<file path="config.mk">
export PLATFORM = sky130hd
export DESIGN_NAME = demux_ch_sequencer_v
export DESIGN_NICKNAME = d
export VERILOG_FILES = /design/src/rtl/demux_seq_pkg.sv /design/src/rtl/next_ch_find.sv /design/src/rtl/demux_ch_sequencer_v.sv
export SDC_FILE = /design/constraint.sdc
export NUM_CORES = 1
export LEC_CHECK = 0
export BUFFER_PORTS_ARGS = -buffer_cell sky130_fd_sc_hd__buf_2
export CORE_ASPECT_RATIO = 0.9
export CORE_MARGIN = 4
export CORE_UTILIZATION = 40
export CTS_BUF_LIST = sky130_fd_sc_hd__clkbuf_2
export CTS_CLUSTER_SIZE = 20
export DETAILED_ROUTE_END_ITERATION = 8
export PLACE_DENSITY = 0.65
export SLEW_MARGIN = 40
export SYNTH_ARGS = -nofsm -noshare
export SYNTH_HDL_FRONTEND = slang
export SYNTH_SLANG_ARGS = --single-unit
</file>
<file path="constraint.sdc">
create_clock -name i_clk -period 2.2 [get_ports i_clk]
set_input_delay 0.22 -clock i_clk [delete_from_list [all_inputs] [get_ports i_clk]]
set_output_delay 0.22 -clock i_clk [all_outputs]
set_load 0.05 [all_outputs]
</file>
<file path="src/rtl/demux_seq_pkg.sv">
`default_nettype none
// ============================================================================
// Module      : demux_seq_pkg
// Description : Shared types and constants for the demux channel sequencer.
// Revision    : 1.0 - initial release
// ============================================================================
package demux_seq_pkg;

    localparam int NUM_CH              = 8;
    localparam int SEL_W               = 3;
    localparam int HOLD_CYCLES_DEFAULT = 4;

    typedef enum logic [1:0] {
        ST_IDLE  = 2'd0,
        ST_SETUP = 2'd1,
        ST_DRIVE = 2'd2,
        ST_DONE  = 2'd3
    } state_t;

endpackage
`default_nettype wire

</file>
<file path="src/rtl/next_ch_find.sv">
`default_nettype none
// ============================================================================
// Module      : next_ch_find
// Description : Finds the lowest enabled channel above (or at) a given index.
// Revision    : 1.0 - initial release
// ============================================================================
module next_ch_find
    import demux_seq_pkg::*;
(
    input  logic [NUM_CH-1:0] i_mask,
    input  logic [SEL_W-1:0]  i_cur,
    input  logic              i_include_cur,
    output logic              o_found,
    output logic [SEL_W-1:0]  o_idx
);

    // Scan downward so the lowest qualifying index is the last one written.
    always_comb begin
        o_found = 1'b0;
        o_idx   = '0;
        for (int i = NUM_CH - 1; i >= 0; i--) begin
            if (i_mask[i] && ((i > int'(i_cur)) ||
                              (i_include_cur && (i == int'(i_cur))))) begin
                o_found = 1'b1;
                o_idx   = SEL_W'(i);
            end
        end
    end

endmodule
`default_nettype wire

</file>
<file path="src/rtl/demux_ch_sequencer_v.sv">
`default_nettype none
// ============================================================================
// Module      : demux_ch_sequencer_v
// Description : Walks enabled demux channels in order, driving select + data.
// Revision    : 1.0 - initial release
// ============================================================================
module demux_ch_sequencer_v
    import demux_seq_pkg::*;
#(
    parameter int HOLD_CYCLES = HOLD_CYCLES_DEFAULT
) (
    input  logic              i_clk,
    input  logic              i_rst,
    input  logic              i_start,
    input  logic              i_stop,
    input  logic [NUM_CH-1:0] i_pattern,
    input  logic [NUM_CH-1:0] i_mask,
    output logic [SEL_W-1:0]  o_sel_code,
    output logic              o_a,
    output logic              o_busy,
    output logic              o_done
);

    localparam logic [7:0] c_hold_load = 8'(HOLD_CYCLES - 1);

    state_t              r_state;
    logic [NUM_CH-1:0]   r_pattern;
    logic [NUM_CH-1:0]   r_mask;
    logic [7:0]          r_cnt;
    logic [SEL_W-1:0]    r_sel;
    logic                r_a;
    logic                r_busy;
    logic                r_done;

    logic                w_first_found;
    logic [SEL_W-1:0]    w_first_idx;
    logic                w_next_found;
    logic [SEL_W-1:0]    w_next_idx;

    // First channel is searched on the live mask so SETUP follows the start edge.
    next_ch_find u_first_find (
        .i_mask        (i_mask),
        .i_cur         ('0),
        .i_include_cur (1'b1),
        .o_found       (w_first_found),
        .o_idx         (w_first_idx)
    );

    next_ch_find u_next_find (
        .i_mask        (r_mask),
        .i_cur         (r_sel),
        .i_include_cur (1'b0),
        .o_found       (w_next_found),
        .o_idx         (w_next_idx)
    );

    always_ff @(posedge i_clk or posedge i_rst) begin
        if (i_rst) begin
            r_state   <= ST_IDLE;
            r_pattern <= '0;
            r_mask    <= '0;
            r_cnt     <= '0;
            r_sel     <= '0;
            r_a       <= 1'b0;
            r_busy    <= 1'b0;
            r_done    <= 1'b0;
        end else begin
            r_done <= 1'b0;
            case (r_state)
                ST_IDLE: begin
                    if (i_start) begin
                        r_pattern <= i_pattern;
                        r_mask    <= i_mask;
                        r_busy    <= 1'b1;
                        if (w_first_found) begin
                            r_sel   <= w_first_idx;
                            r_state <= ST_SETUP;
                        end else begin
                            r_done  <= 1'b1;
                            r_state <= ST_DONE;
                        end
                    end
                end
                ST_SETUP: begin
                    if (i_stop) begin
                        r_done  <= 1'b1;
                        r_state <= ST_DONE;
                    end else begin
                        r_cnt   <= c_hold_load;
                        r_a     <= r_pattern[r_sel];
                        r_state <= ST_DRIVE;
                    end
                end
                ST_DRIVE: begin
                    // Abort outranks dwell expiry.
                    if (i_stop) begin
                        r_a     <= 1'b0;
                        r_done  <= 1'b1;
                        r_state <= ST_DONE;
                    end else if (r_cnt == 8'd0) begin
                        r_a <= 1'b0;
                        if (w_next_found) begin
                            r_sel   <= w_next_idx;
                            r_state <= ST_SETUP;
                        end else begin
                            r_done  <= 1'b1;
                            r_state <= ST_DONE;
                        end
                    end else begin
                        r_cnt <= r_cnt - 8'd1;
                    end
                end
                ST_DONE: begin
                    r_busy  <= 1'b0;
                    r_state <= ST_IDLE;
                end
                default: r_state <= ST_IDLE;
            endcase
        end
    end

    assign o_sel_code = r_sel;
    assign o_a        = r_a;
    assign o_busy     = r_busy;
    assign o_done     = r_done;

endmodule
`default_nettype wire

</file>
After elaboration in Yosys (flattened, before gate mapping)
Cells that the tools add are included.

operators by class
  add/sub/neg operators = 1
  magnitude comparators = 8
  eq/ne operators = 11
  multiplexer cells = 62
  reductions and logical operators = 18

operator list
  kind                   number
  $mux W3                20
  $mux W1                27
  $mux W8                3
  $pmux W8 S2            1
  $gt A3 B3 Y1 const A   4
  $mux W2                5
  $ne A2 B2 Y1 const B   5
  $logic_not A8 Y1       1
  $pmux W2 S4            1
  $sub A8 B1 Y8 const B  1
  $logic_and A1 B1 Y1    7
  $gt A2 B3 Y1 const A   2
  $pmux W3 S2            1
  $reduce_and A2 Y1      3
  $reduce_and A6 Y1      1
  $reduce_bool A2 Y1     3
  $eq A2 B2 Y1 const B   2
  $lt A3 B4 Y1 const B   1
  $ne A2 B1 Y1 const B   2
  $pmux W1 S2            2
  $reduce_and A4 Y1      1
  $bmux W1 S3            1
  $gt A1 B3 Y1 const A   1
  $ne A3 B3 Y1 const B   1
  4 further kinds        4

word-level totals
  register bits after elaboration = 32
  output and inout bits = 6
  logic and storage cells = 108

Longest topological paths before layout
  depth in word-level cells = 13
  gate-level depth with buffers = 7
  gate-level depth less buffers = 7

Modules after synthesis
Synthesis repeated with hierarchy kept, for this count alone.

unflattened totals
  cells, all modules = 231
  area total of the unflattened synthesis = 2194.6 µm²

modules (own cells, without submodules)
  module                times used  cells an instance  area an instance (µm²)
  demux_ch_sequencer_v  1           129                1614.0
  next_ch_find          2           51                 290.3

Least setup slack after synthesis
No wires, ideal clock.

  path kind = register to register
  from = reg r_sel[0] (netlist: o_sel_code[0])
  to = reg r_sel[2] (netlist: o_sel_code[2])
  arrival = 2.033 ns
  required time = 2.075 ns
  setup slack = 0.042 ns
  stages on the path, launching flop included = 7
  path buffers = 1
  clock period less this slack = 2.158 ns
  path through = dfrtp_1 -> buf_2 -> nor3b_1 -> nor4b_1 -> o211ai_1 -> o21ai_2 -> mux2_4

on the way
  word-level cells in the longest chain between the ends = 13
  elaborated cells between the ends (all ways) = 34

ends and longest elaborated chain
  element                 line                         source
  from (decl)             demux_ch_sequencer_v.sv:30   logic [SEL_W-1:0] r_sel;
  from (signal assigned)  demux_ch_sequencer_v.sv:76   r_sel <= w_first_idx;
  from (signal assigned)  demux_ch_sequencer_v.sv:103  r_sel <= w_next_idx;
  $gt A3 B3 Y1            next_ch_find.sv:22           if (i_mask[i] && ((i > int'(i_cur)) ||
  $logic_and A1 B1 Y1     next_ch_find.sv:22
  $mux W3 (7 in series)   next_ch_find.sv:22
  $mux W3                 demux_ch_sequencer_v.sv:102  if (w_next_found) begin
  $mux W3                 demux_ch_sequencer_v.sv:100  end else if (r_cnt == 8'd0) begin
  $mux W3                 demux_ch_sequencer_v.sv:96   if (i_stop) begin
  $pmux W3 S2             demux_ch_sequencer_v.sv:69   case (r_state)

Several ways; a longest one is shown, not always the timed one. The select of a mux whose other input is x is not followed.
A chain may end at the register's enable or synchronous reset.

Worst setup path in the final report
  from = reg r_cnt[0]
  to = reg r_sel[2] (netlist: o_sel_code[2])

on the way
  word-level cells in the longest chain between the ends = 3

ends and longest elaborated chain
  element                      line                         source
  from (decl)                  demux_ch_sequencer_v.sv:29   logic [7:0] r_cnt;
  from (signal assigned)       demux_ch_sequencer_v.sv:89   r_cnt <= c_hold_load;
  from (signal assigned)       demux_ch_sequencer_v.sv:110  r_cnt <= r_cnt - 8'd1;
  $logic_not A8 Y1             demux_ch_sequencer_v.sv:100
  $ne A2 B2 Y1 (no line)       --
  $reduce_and A6 Y1 (no line)  --

Every way passes these cells.

==> results.md <==
| Quantity | This run | Unit |
|---|---|---|
| Count of state elements after synthesis | 31 | - |
| Filler cell count | 457 | - |
| Via count of the first global-routing pass | 1417 | - |
| Final min period | 2.07 | ns |
| Leakage dissipation | 0.962 | nW |
| Post-Synth XOR/XNOR Area | 0 | - |
| Cells along the critical path | inv_1 > ha_1 > or4b_4 > or2_4 > o22ai_2 > o21ai_2 > mux2_4 | - |
| Critical path startpoint category | flop | - |
| Post-Syn Area | 1860 | um2 |
| Worst endpoint data arrival time | 2.33 | ns |
| Post-synthesis area per instance | 9.65 | um2 |
| Tightest slew margin relative to the limit | 0.669 | - |
| Number of cell rows | 23 | - |
| Number of antenna violations at the first check in global routing | 0 | - |
| Fmax | 483 | MHz |
| Routed len/inst | 13.2 | um |
| Maximum clock skew at final layout | 0.0239 | ns |
| Gpl congestion | 0.850 | - |
| Dominant combinational cell family by area after synthesis | compound AO/OA/AOI/OAI gates | - |
| Remaining global-route overflow | 0 | - |
| Area inside the core boundary | 4490 | um2 |
| Starting DRT DRC Count | 97 | - |
| Vertical extent of the die | 72.7 | um |
| Simple logic cell fraction of the synthesized area | 0.173 | - |
| Clock root buffer | sky130_fd_sc_hd__clkbuf_2 | - |
| Effective utilization at floorplan | 0.415 | - |
| Die area | 5810 | um2 |
| Most common flop cell mapped by yosys | sky130_fd_sc_hd__dfrtp_1 | - |
| Final number of setup-violating endpoints | 0 | - |
| Peak supply drop | 0.681 | mV |
| Multi-input logic area | 1000 | um2 |
| Hold crit path type | in -> reg | - |
| Routed wire length | 3.82 | mm |
| Family with the most delay on the worst path | simple AND/OR/NAND/NOR gates | - |
| Distinct cell type count of the synthesized netlist | 49 | - |
| Number of warnings printed during yosys synthesis | 0 | - |
| Number of CTS-inserted buffers | 5 | - |
| Sequential cell area | 776 | um2 |
| Sinks on the clock net | 31 | - |
| CTS H-tree depth | 2 | - |
| Proportion of layout cells with a drive suffix above 1 | 0.308 | - |
| DPL Wire Length | 2.97 | mm |
| Source-to-sink clock delay at the later pin of the worst-skew pair | 0.37 | ns |
| Area growth from synthesis to layout | 15.7 | % |
| Number of nets in the layout | 248 | - |
| Period Utilization, post-route | 0.940 | - |
| Async set or reset register ratio after synthesis | 1.00 | - |
| # DRC | 0 | - |
| Setup TNS | 0 | ns |
| Critical path start-end classification | reg -> reg | - |
| Commonest non-fill, non-tap cells in the layout | sky130_fd_sc_hd__dfrtp_1 (31), sky130_fd_sc_hd__buf_2 (25), sky130_fd_sc_hd__nor2_1 (22) | - |
| Compound-Gate Fraction of Synth Area | 0.200 | - |
| Share of synthesized cell area in full adder, half adder and majority cells | 0.0134 | - |
| GRT Overall Usage | 0.142 | - |
| Sequential cell area fraction in the yosys report | 0.417 | - |
| Critical Path Sink Type | flop | - |
| Crit Path Max Fanout | 4 | - |
| Antenna violation net count after detailed routing | 0 | - |
| # diodes | 0 | - |
| Pins over their slew limit | 0 | - |
| Transition at the pin with the smallest max-transition slack | 0.484 | ns |
| Die width | 79.9 | um |
| Endpoints failing hold | 0 | - |
| Cell type of the slowest stage on the worst timing path | sky130_fd_sc_hd__or4b_4 | - |
| Ratio of routed vias to standard cells | 5.23 | - |
| Max capacitance violation total | 0 | - |
| Buffering stage count on the worst path with inverters included | 1 | - |
| Post-synthesis instance total | 193 | - |
| Most common cell after layout, fill and taps aside | sky130_fd_sc_hd__dfrtp_1 | - |
| Total nets after synthesis | 215 | - |
| Worst path max stage delay | 0.46 | ns |
| Clock edge transition at the registers on the reported setup and hold paths | 0.18 | ns |
| First-pass GRT wire length | 6.53 | mm |
| Total of buffers placed on input and output ports | 25 | - |
| Buffer levels on the longest clock path | 2 | - |
| Via count | 1512 | - |
| Setup repair after global routing missed its margin | no | - |
| Io pins | 26 | - |
| Pin count of the biggest net entering global routing | 32 | - |
| Power density over the cells | 1410 | nW/um2 |
| Final core utilization | 0.480 | - |
| CTS tree | yes | - |
| Number of enable flip-flop cells after synthesis | 0 | - |
| Required time at the endpoint of the critical path | 2.46 | ns |
| Mux cell area share after synthesis | 0.150 | - |
| Outcome | complete, no violations | - |
| Number of iterations in the first detailed-routing pass | 4 | - |
==> layer usage <==
layer	wire length (um)	GRT usage	vias up	part of all wire
met4	36	0.0450	0	0.0094
met3	249	0.0358	4	0.065
met1	1930	0.216	701	0.51
li1	-	-	765	-
met5	0	0	-	0
met2	1610	0.198	42	0.42
==> Yosys cell counts (2+ instances only) <==
| master | instances | share of area |
|---|---|---|
| sky130_fd_sc_hd__dfrtp_1 | 31 | 0.42 |
| sky130_fd_sc_hd__nor2_1 | 22 | 0.044 |
| sky130_fd_sc_hd__mux2_2 | 15 | 0.091 |
| sky130_fd_sc_hd__a21oi_1 | 12 | 0.032 |
| sky130_fd_sc_hd__inv_1 | 12 | 0.024 |
| sky130_fd_sc_hd__o21ai_0 | 11 | 0.030 |
| sky130_fd_sc_hd__nor2b_1 | 7 | 0.024 |
| sky130_fd_sc_hd__clkbuf_1 | 5 | 0.010 |
| sky130_fd_sc_hd__mux2i_1 | 5 | 0.027 |
| sky130_fd_sc_hd__nand2_1 | 5 | 0.010 |
| sky130_fd_sc_hd__nand2b_1 | 5 | 0.017 |
| sky130_fd_sc_hd__o22ai_1 | 5 | 0.017 |
| sky130_fd_sc_hd__o211ai_1 | 4 | 0.016 |
| sky130_fd_sc_hd__buf_2 | 3 | 0.0081 |
| sky130_fd_sc_hd__nand3_1 | 3 | 0.0081 |
| sky130_fd_sc_hd__o21bai_1 | 3 | 0.012 |
| sky130_fd_sc_hd__a211oi_1 | 2 | 0.0081 |
| sky130_fd_sc_hd__a31oi_1 | 2 | 0.0067 |
| sky130_fd_sc_hd__and2_1 | 2 | 0.0067 |
| sky130_fd_sc_hd__buf_1 | 2 | 0.0040 |
| sky130_fd_sc_hd__ha_1 | 2 | 0.013 |
| sky130_fd_sc_hd__mux4_2 | 2 | 0.024 |
| sky130_fd_sc_hd__nor3_1 | 2 | 0.0054 |
| sky130_fd_sc_hd__nor3_2 | 2 | 0.011 |
| sky130_fd_sc_hd__o21ai_1 | 2 | 0.0054 |
| sky130_fd_sc_hd__o22a_1 | 2 | 0.0094 |
| sky130_fd_sc_hd__or2_2 | 2 | 0.0067 |
| sky130_fd_sc_hd__or4_1 | 2 | 0.0081 |
==> final timing paths <==
| kind | start | end | slack (ns) | cells past startpoint |
|---|---|---|---|---|
| max | r_cnt[0] | o_sel_code[2] | 0.13 | 7 |
| min | i_pattern[7] | r_pattern[7] | 0.06 | 2 |
| max reg2reg | r_cnt[0] | o_sel_code[2] | 0.13 | 7 |
| min reg2reg | r_cnt[7] | r_cnt[7] | 0.52 | 1 |
| max in group asynchronous | i_rst | r_cnt[6] | 1.47 | 4 |
| min in group asynchronous | i_rst | o_a | 0.43 | 4 |
==> worst register-to-register path, stage by stage (launching register included) <==
cell and delay, ns:
sky130_fd_sc_hd__dfrtp_1 0.44, sky130_fd_sc_hd__inv_1 0.11, sky130_fd_sc_hd__ha_1 0.14, sky130_fd_sc_hd__or4b_4 0.46
sky130_fd_sc_hd__or2_4 0.27, sky130_fd_sc_hd__o22ai_2 0.12, sky130_fd_sc_hd__o21ai_2 0.11, sky130_fd_sc_hd__mux2_4 0.31
==> layout make-up <==
type,instances,share of cell area
clock buffers,5,0.0116
clock inverters,3,0.00930
inverters,12,0.0209
multi-input cells,140,0.464
flip-flops and latches,31,0.360
well taps,62,0.0360
repair buffers,36,0.0976
==> metrics by stage <==
stage / total power [mW] / cell area (um2) / worst slack [ns] / hold slack (ns) / std cells
2_1_floorplan: 2.35 / 1860 / 0.0421 / 0.324 / 193
6_report: 3.04 / 2150 / 0.131 / 0.0631 / 289
4_1_cts: 3.06 / 2150 / 0.121 / 0.0364 / 289
3_3_place_gp: 2.76 / 2100 / 0.207 / 0.321 / 280
5_1_grt: 3.31 / 2150 / 0.0278 / 0.0251 / 289
3_5_place_dp: 2.77 / 2100 / 0.159 / 0.318 / 280
==> flip-flops by register name, indices dropped and copies added (netlist names) <==
register	flops
r_mask	7
o_busy	1
o_sel_code	3
r_cnt	8
r_pattern	8
r_state	2
o_a	1
o_done	1
==> timing repair <==
item                                   4_1_cts  5_1_grt
resized for setup                            0        0
setup buffers                                0        0
endpoints found under the hold margin       31        0
hold buffers                                 1        0
==> where the power goes <==
part	switching, mW	internal, mW	leakage, nW
Clock	0.201	0.0755	0.0250
Combinational	0.921	0.776	0.560
Sequential	0.229	0.834	0.378
==> cell families (layout without fill, tap and decap cells) <==
kind of cell    Yosys count  after routing
mux                      23             23
fa+ha+maj                 2              2
compound gates           56             56
simple gates             59             59
buf+inv                  22             56
flops                    31             31
Note: power is estimated with default switching activity, not from simulation.
